File: src/rtl/pt_hit_conditioner.sv
// Photo-transistor hit conditioner: sync, debounce, LED-gate and stretch each target input for CPU polling.
// Latency: hit declared DEBOUNCE_CYCLES+3 edges after input activity; no backpressure, hits are level-held.
// Optional saturating hit counter enabled by defining PT_HIT_COUNTER_EN (otherwise hit_count reads 0).
module pt_hit_conditioner #(
    parameter int NUM_CH          = 4,
    parameter int DEBOUNCE_CYCLES = 50000,
    parameter int STRETCH_CYCLES  = 2500000,
    parameter bit PT_ACTIVE_LOW   = 1'b1
) (
    input  logic              clk,
    input  logic              reset_n,
    input  logic [NUM_CH-1:0] pt_raw,
    input  logic [NUM_CH-1:0] led_on,
    input  logic [NUM_CH-1:0] clear_hit,
    output logic [NUM_CH-1:0] pt_hit,
    output logic [NUM_CH-1:0] hit_pulse,
    output logic [7:0]        hit_count
);

    localparam int DW = (DEBOUNCE_CYCLES > 1) ? $clog2(DEBOUNCE_CYCLES) : 1;
    localparam int SW = (STRETCH_CYCLES > 1) ? $clog2(STRETCH_CYCLES) : 1;
    localparam logic [DW-1:0] D_LAST = DW'(DEBOUNCE_CYCLES - 1);
    localparam logic [SW-1:0] S_LAST = SW'(STRETCH_CYCLES - 1);

    typedef enum logic [1:0] {IDLE, DEBOUNCE, HOLD, RELEASE} state_t;

    logic [NUM_CH-1:0] sync1;
    logic [NUM_CH-1:0] sync2;
    logic [NUM_CH-1:0] act;

    always_ff @(posedge clk) begin
        if (!reset_n) begin
            sync1 <= '0;
            sync2 <= '0;
        end else begin
            sync1 <= pt_raw;
            sync2 <= sync1;
        end
    end

    assign act = sync2 ^ {NUM_CH{PT_ACTIVE_LOW}};

    for (genvar i = 0; i < NUM_CH; i++) begin : g_ch
        state_t        state;
        logic [DW-1:0] dcnt;
        logic [SW-1:0] scnt;
        logic          hit_q;
        logic          pulse_q;

        always_ff @(posedge clk) begin
            if (!reset_n) begin
                state   <= IDLE;
                dcnt    <= '0;
                scnt    <= '0;
                hit_q   <= 1'b0;
                pulse_q <= 1'b0;
            end else begin
                pulse_q <= 1'b0;
                case (state)
                    IDLE: begin
                        if (act[i] && led_on[i]) begin
                            state <= DEBOUNCE;
                            dcnt  <= '0;
                        end
                    end
                    DEBOUNCE: begin
                        if (!act[i] || !led_on[i]) begin
                            state <= IDLE;
                            dcnt  <= '0;
                        end else if (dcnt == D_LAST) begin
                            state   <= HOLD;
                            dcnt    <= '0;
                            scnt    <= '0;
                            hit_q   <= 1'b1;
                            pulse_q <= 1'b1;
                        end else begin
                            dcnt <= dcnt + DW'(1);
                        end
                    end
                    HOLD: begin
                        // Light/sensor changes are ignored so software always sees the full hold.
                        if (clear_hit[i] || (scnt == S_LAST)) begin
                            state <= RELEASE;
                            scnt  <= '0;
                            hit_q <= 1'b0;
                        end else begin
                            scnt <= scnt + SW'(1);
                        end
                    end
                    RELEASE: begin
                        if (!act[i]) begin
                            state <= IDLE;
                        end
                    end
                    default: begin
                        state <= IDLE;
                        hit_q <= 1'b0;
                    end
                endcase
            end
        end

        assign pt_hit[i]    = hit_q;
        assign hit_pulse[i] = pulse_q;
    end

`ifdef PT_HIT_COUNTER_EN
    logic [7:0]  hit_count_q;
    logic [15:0] cnt_sum;

    always_comb begin
        cnt_sum = 16'(hit_count_q);
        for (int i = 0; i < NUM_CH; i++) begin
            cnt_sum = cnt_sum + 16'(hit_pulse[i]);
        end
    end

    always_ff @(posedge clk) begin
        if (!reset_n) begin
            hit_count_q <= 8'd0;
        end else begin
            hit_count_q <= (cnt_sum > 16'd255) ? 8'd255 : cnt_sum[7:0];
        end
    end

    assign hit_count = hit_count_q;
`else
    assign hit_count = 8'd0;
`endif

endmodule
File: config.mk
export PLATFORM = sky130hd
export DESIGN_NAME = pt_hit_conditioner
export DESIGN_NICKNAME = d
export VERILOG_FILES = /design/src/rtl/pt_hit_conditioner.sv
export SDC_FILE = /design/constraint.sdc
export NUM_CORES = 1
export LEC_CHECK = 0
export ABC_AREA = 1
export CORE_UTILIZATION = 39
export CTS_CLUSTER_SIZE = 40
export DETAILED_ROUTE_END_ITERATION = 8
export DONT_BUFFER_PORTS = 1
export GPL_TIMING_DRIVEN = 0
export SLEW_MARGIN = 20
export SYNTH_ARGS = -nofsm -noshare
export SYNTH_HDL_FRONTEND = slang
export SYNTH_SLANG_ARGS = --single-unit
File: constraint.sdc
create_clock -name clk -period 2.48 [get_ports clk]
set_clock_uncertainty 0.15 [all_clocks]
set_input_delay 0.124 -clock clk [delete_from_list [all_inputs] [get_ports clk]]
set_output_delay 0.124 -clock clk [all_outputs]
set_load 0.05 [all_outputs]
* Word-level counts from Yosys, hierarchy flattened
Cells that the tools add are included.
W data, S select, Z words.
** Word-level totals
- Word-level logic and storage cells :: 208
- Output and inout port bits :: 16
- Register bits :: 176
- Input port bits :: 14
** Cells by class
- Equality and inequality tests :: 44
- Reductions and logical operators :: 52
- Bitwise operators :: 6
- Add/sub/neg operators :: 8
- Multiplexer cells :: 76
** Operators by type and width (number)
- $mux W22 :: 12
- $mux W16 :: 12
- $pmux W22 S2 :: 4
- $pmux W16 S2 :: 4
- $add A22 B1 Y22 const B :: 4
- $eq A22 B22 Y1 const B :: 4
- $add A16 B1 Y16 const B :: 4
- $eq A16 B16 Y1 const B :: 4
- $mux W2 :: 20
- $ne A2 B2 Y1 const B :: 20
- $pmux W2 S4 :: 4
- $reduce_and A4 Y1 :: 8
- $eq A2 B2 Y1 const B :: 8
- $mux W1 :: 16
- $reduce_bool A2 Y1 :: 8
- $ne A3 B3 Y1 const B :: 4
- $reduce_and A3 Y1 :: 4
- $reduce_or A3 Y1 :: 4
- $eq A2 B1 Y1 const B :: 4
- $logic_not A1 Y1 :: 8
- $logic_not A2 Y1 :: 4
- $logic_or A1 B1 Y1 :: 8
- $pmux W1 S2 :: 4
- $reduce_and A2 Y1 :: 4
- other kinds (3) :: 10

* Longest topological paths before layout
- Depth after elaboration :: 5
- Mapped depth :: 13
- Depth with buffers taken out :: 12

* Least setup slack after synthesis
No wires, ideal clock.
- Path type :: reg2reg
- Start :: register g_ch[0].scnt[0]
- End :: register g_ch[0].scnt[7]
- Slack :: 0.765 ns
- Path buffers :: 1
- Period minus slack after synthesis :: 1.715 ns
- Required time :: 2.213 ns
- Library setup time :: 0.117 ns
- Cell stages (with the launch flop) :: 12
- Arrival time :: 1.448 ns
- Cells stage by stage :: dfxtp_1 ha_1 nand2_1 nor2_1 inv_1 nor2_1 nand3_1 nand2_2 nand2_2 nand2_2 buf_6 nor3_2
** Between the ends
- Longest elaborated chain between the ends :: 4
- Elaborated cells on any way between the ends :: 5
- Classes of those cells :: 1 x add/sub; 1 x eq/ne; 2 x mux; 1 x reduce/logical
** RTL lines
- from (decl) :: RTL line 46 : logic [SW-1:0] scnt;
- from (signal assigned) :: RTL line 87 : scnt <= scnt + SW'(1);
- parallel branches: the longest is 2 deep, another holds $add A22 B1 Y22
- $mux W22 * :: RTL line 82 : if (clear_hit[i] || (scnt == S_LAST)) begin
- $pmux W22 S2 * :: RTL line 59 : case (state)
Every way passes the cells marked *.
A chain may end at the register's enable or synchronous reset.

* Worst setup path after layout
- Start :: register g_ch[1].dcnt[0]
- End :: register g_ch[1].scnt[10]
** Between the ends
- Longest elaborated chain between the ends :: 3
** RTL lines
- from (decl) :: RTL line 45 : logic [DW-1:0] dcnt;
- from (signal assigned) :: RTL line 77 : dcnt <= dcnt + DW'(1);
- $eq A16 B16 Y1 :: RTL line 70 : end else if (dcnt == D_LAST) begin
- $ne A2 B2 Y1 (no line)
- $reduce_and A3 Y1 (no line)
- to (signal assigned) :: RTL line 87
- to (decl) :: RTL line 46
No other way between the ends.

==> impl_metrics.json <==
{
  "cp-start-kind": "flip-flop",
  "clock_latency_ns": 0.43,
  "ff2ff_setup_slack_ns": 0.39,
  "drive_above_1_share_pct": 8.07,
  "seq_area_frac_synth_pct": 35.9,
  "finalSetupTns_ns": 0,
  "timing.rr.end": "g_ch[1].scnt[10]$_SDFFE_PN0P_",
  "synthArstFlopShare_pct": 0,
  "rr_startpoint": "g_ch[1].dcnt[0]$_SDFFE_PN0P_",
  "crit_path_end": "g_ch[1].scnt[10]$_SDFFE_PN0P_",
  "cp.arrival_ns": 2.27,
  "dr.pass1.iters": 5,
  "ctsLongestPathBuffers": 2,
  "drc": 0,
  "grt_first_pass_wirelength_um": 39700,
  "crit_cells": 10,
  "ys_ff_latch": 176,
  "fin_crit_sh_pct": 84.3,
  "drtIter0Drc": 680,
  "clockRootBuffer": "clkbuf_16",
  "synth_enable_flop_cells": 0,
  "min_from": "reset_n",
  "routabilityCongestion": 0.877,
  "clk_pin_slew_ns": 0.07,
  "design.core.area_mm2": 0.0245,
  "grt_usage_pct": 18.5,
  "crit_slowest_cell": "dfxtp_1",
  "vias": 9108,
  "ys.flop_type": "dfxtp_1",
  "grt_start_max_net_pins": 17,
  "crit_family": "simple AND/OR/NAND/NOR gates",
  "cpPeakStageDelay_ns": 0.38,
  "vdd_drop_max_mv": 0.365,
  "synth_top_cell_area_share_pct": 35.9,
  "die_w_um": 161,
  "syn_to_final_growth_pct": 12.0,
  "max_slew_margin_pct": 53.9,
  "timing.fmax_mhz": 478,
  "cts_tree": "built",
  "antenna_found_initial": 0,
  "final_max_slew_viol_count": 0,
  "yosysTopAreaCell": "dfxtp_1",
  "h-tree-depth": 4,
  "critPathRequiredTime_ns": 2.65,
  "crit_type": "flip-flop to flip-flop",
  "grt_setup_unrepaired": "false",
  "finalWorstPathRequiredPeriod_ns": 2.09,
  "die_y_um": 161,
  "outcome": "completed",
  "synth_area_mm2": 0.00980,
  "ant_nets": 0,
  "antennaDiodeCount": 0,
  "placed_cells": 1854,
  "reg2regPathDepth": 10,
  "avgSynthCellArea_um2": 6.44,
  "crit_fanout": 7,
  "fill_cells": 2553,
  "fin_nets": 1583,
  "worstSetupStartpoint": "g_ch[1].dcnt[0]$_SDFFE_PN0P_",
  "portBuffers": 0,
  "min_path_type": "input port to flip-flop",
  "end_kind": "flip-flop",
  "cts_buffers": 17,
  "ys_types": 44,
  "grt_pass1_vias": 8586,
  "worstMarginPinSlew_ns": 0.691,
  "setup_violations": 0,
  "grt-ovfl-total": 0,
  "stdcell_count": 1897,
  "drt-total-wl_um": 22600,
  "die_area_mm2": 0.0258,
  "vias_per_cell": 4.80,
  "path_cells": "ha_1 > nand3_1 > nor2_1 > nand3_2 > nand2_2 > nand2_1 > nand2_1 > inv_1 > o21ai_0 > nor2_1",
  "num_io_pins": 30,
  "synth_area_leaders": "dfxtp_1 36%, nand2_1 15%, nor2_1 10%",
  "synth_cells": 1523,
  "initial_utilization_pct": 40.1,
  "hold_viol_final": 0,
  "ys_warn_count": 0,
  "max_cap_violations": 0,
  "p_leak_uw": 0.00415,
  "place_hpwl_um": 16800,
  "postCtsSetupBuffers": 0,
  "rows": 57,
  "worstPathBufferInverterCount": 1,
  "powerDensity_mw_per_mm2": 554,
  "clock_sinks": 176,
  "wl_per_cell_um": 11.9
}
cells by family after synthesis:
logic type               count (synthesis)  synth area share, %
other                                    1               0.0383
adder cells (fa/ha/maj)                  8                 1.02
AND/OR/NAND/NOR                        942                 42.5
XOR/XNOR                                24                 2.14
AO/OA/AOI/OAI                          137                 7.88
flip-flops                             176                 35.9
buffers and inverters                  235                 10.5
Yosys cell counts (3+ instances only):
| cell | number |
|---|---|
| buf_6 | 4 |
| or2_2 | 3 |
| clkbuf_1 | 5 |
| or2_0 | 3 |
| nand2_1 | 403 |
| buf_4 | 22 |
| inv_2 | 14 |
| nand3b_1 | 8 |
| a211oi_1 | 7 |
| a21oi_2 | 3 |
| ha_1 | 8 |
| o21ai_0 | 20 |
| dfxtp_1 | 176 |
| nor3b_1 | 7 |
| nor2_4 | 3 |
| o22ai_1 | 3 |
| nor4_1 | 5 |
| nand2_2 | 10 |
| nor2_2 | 3 |
| and3_1 | 3 |
| nand4_1 | 42 |
| nand3_2 | 8 |
| nor3_2 | 10 |
| buf_2 | 7 |
| a21oi_1 | 91 |
| nand3_1 | 116 |
| nor3_4 | 4 |
| a21oi_4 | 3 |
| inv_1 | 179 |
| o21bai_1 | 3 |
| nor2_1 | 262 |
| xor2_1 | 23 |
| nor3_1 | 51 |
metrics by stage:
| step | utilization, % | power [uW] | hold slack, ns | cell area [um2] | setup WS (ns) |
|---|---|---|---|---|---|
| 4_1_cts | 44.9 | 6170 | 0.000504 | 11000 | 0.340 |
| 3_5_place_dp | 41.8 | 3270 | 0.0761 | 10200 | 0.371 |
| 2_1_floorplan | - | 3190 | 0.0716 | 9830 | 0.765 |
| 6_report | 44.9 | 6080 | 0.0261 | 11000 | 0.388 |
| 5_1_grt | 44.9 | 6340 | 0.0277 | 11000 | 0.0547 |
| 3_3_place_gp | 41.8 | 3260 | 0.0785 | 10200 | 0.358 |
worst register-to-register path: stages, from the launching register on:
cell,delay (ns)
dfxtp_1,0.38
ha_1,0.23
nand3_1,0.09
nor2_1,0.19
nand3_2,0.15
nand2_2,0.16
nand2_1,0.09
nand2_1,0.22
inv_1,0.17
o21ai_0,0.11
nor2_1,0.05
what timing repair did:
item                                    in CTS  in global routing
endpoints found under the hold margin       53                  0
hold buffers                                12                  0
endpoints found under the setup margin       0                  0
resized for setup                            0                  0
cell type report:
cell class | instances | area (um2) | share of cell area [%]
clock inverters | 10 | 160 | 1.46
repair buffers | 12 | 120 | 1.09
multi-input cells | 1119 | 5280 | 48.1
flip-flops and latches | 176 | 3520 | 32.1
inverters | 194 | 728 | 6.64
plain buffers | 41 | 298 | 2.71
well taps | 324 | 405 | 3.69
clock buffers | 21 | 460 | 4.20
registers in the layout, indices dropped and copies added, names as in the netlist, named ones only:
signal        flops
g_ch.scnt        88
sync1             4
g_ch.dcnt        64
g_ch.state        4
g_ch.hit_q        4
g_ch.pulse_q      4
sync2             4
metal layers:
metal	global-route usage (%)	up-vias	wire length, um
li1	-	4915	-
met1	24.5	4071	11400
met2	31.3	109	10400
met3	3.49	13	648
met4	3.68	0	161
met5	0	-	0
cells in the final DEF (no fill, tap or decap), types with 14 or more instances in the layout:
cell type,n
dfxtp_1,176
a21oi_1,91
nand2_1,403
inv_1,179
nor2_1,262
buf_4,22
nor3_1,51
xor2_1,23
clkbuf_16,17
nand4_1,42
o21ai_0,20
inv_2,14
nand3_1,116
where the power goes:
part           total [uW]  internal [uW]  switching (uW)  leakage, uW
combinational         341            104             237      0.00244
sequential           2880           2850            24.5      0.00142
clock                2860           1730            1130     0.000291
how the worst min path moves through the flow:
stage / end / slack (ns) / cells past startpoint
after floorplan: sync1[0]$_SDFF_PN0_ / 0.07 / 2
after global placement: sync1[0]$_SDFF_PN0_ / 0.08 / 2
after detailed placement: sync1[0]$_SDFF_PN0_ / 0.08 / 2
after CTS: g_ch[0].scnt[5]$_SDFFE_PN0P_ / 0.0005 / 3
after global routing: g_ch[0].scnt[5]$_SDFFE_PN0P_ / 0.03 / 3
final: g_ch[0].scnt[5]$_SDFFE_PN0P_ / 0.03 / 3
No activity file was read; power rests on OpenSTA's default activity.
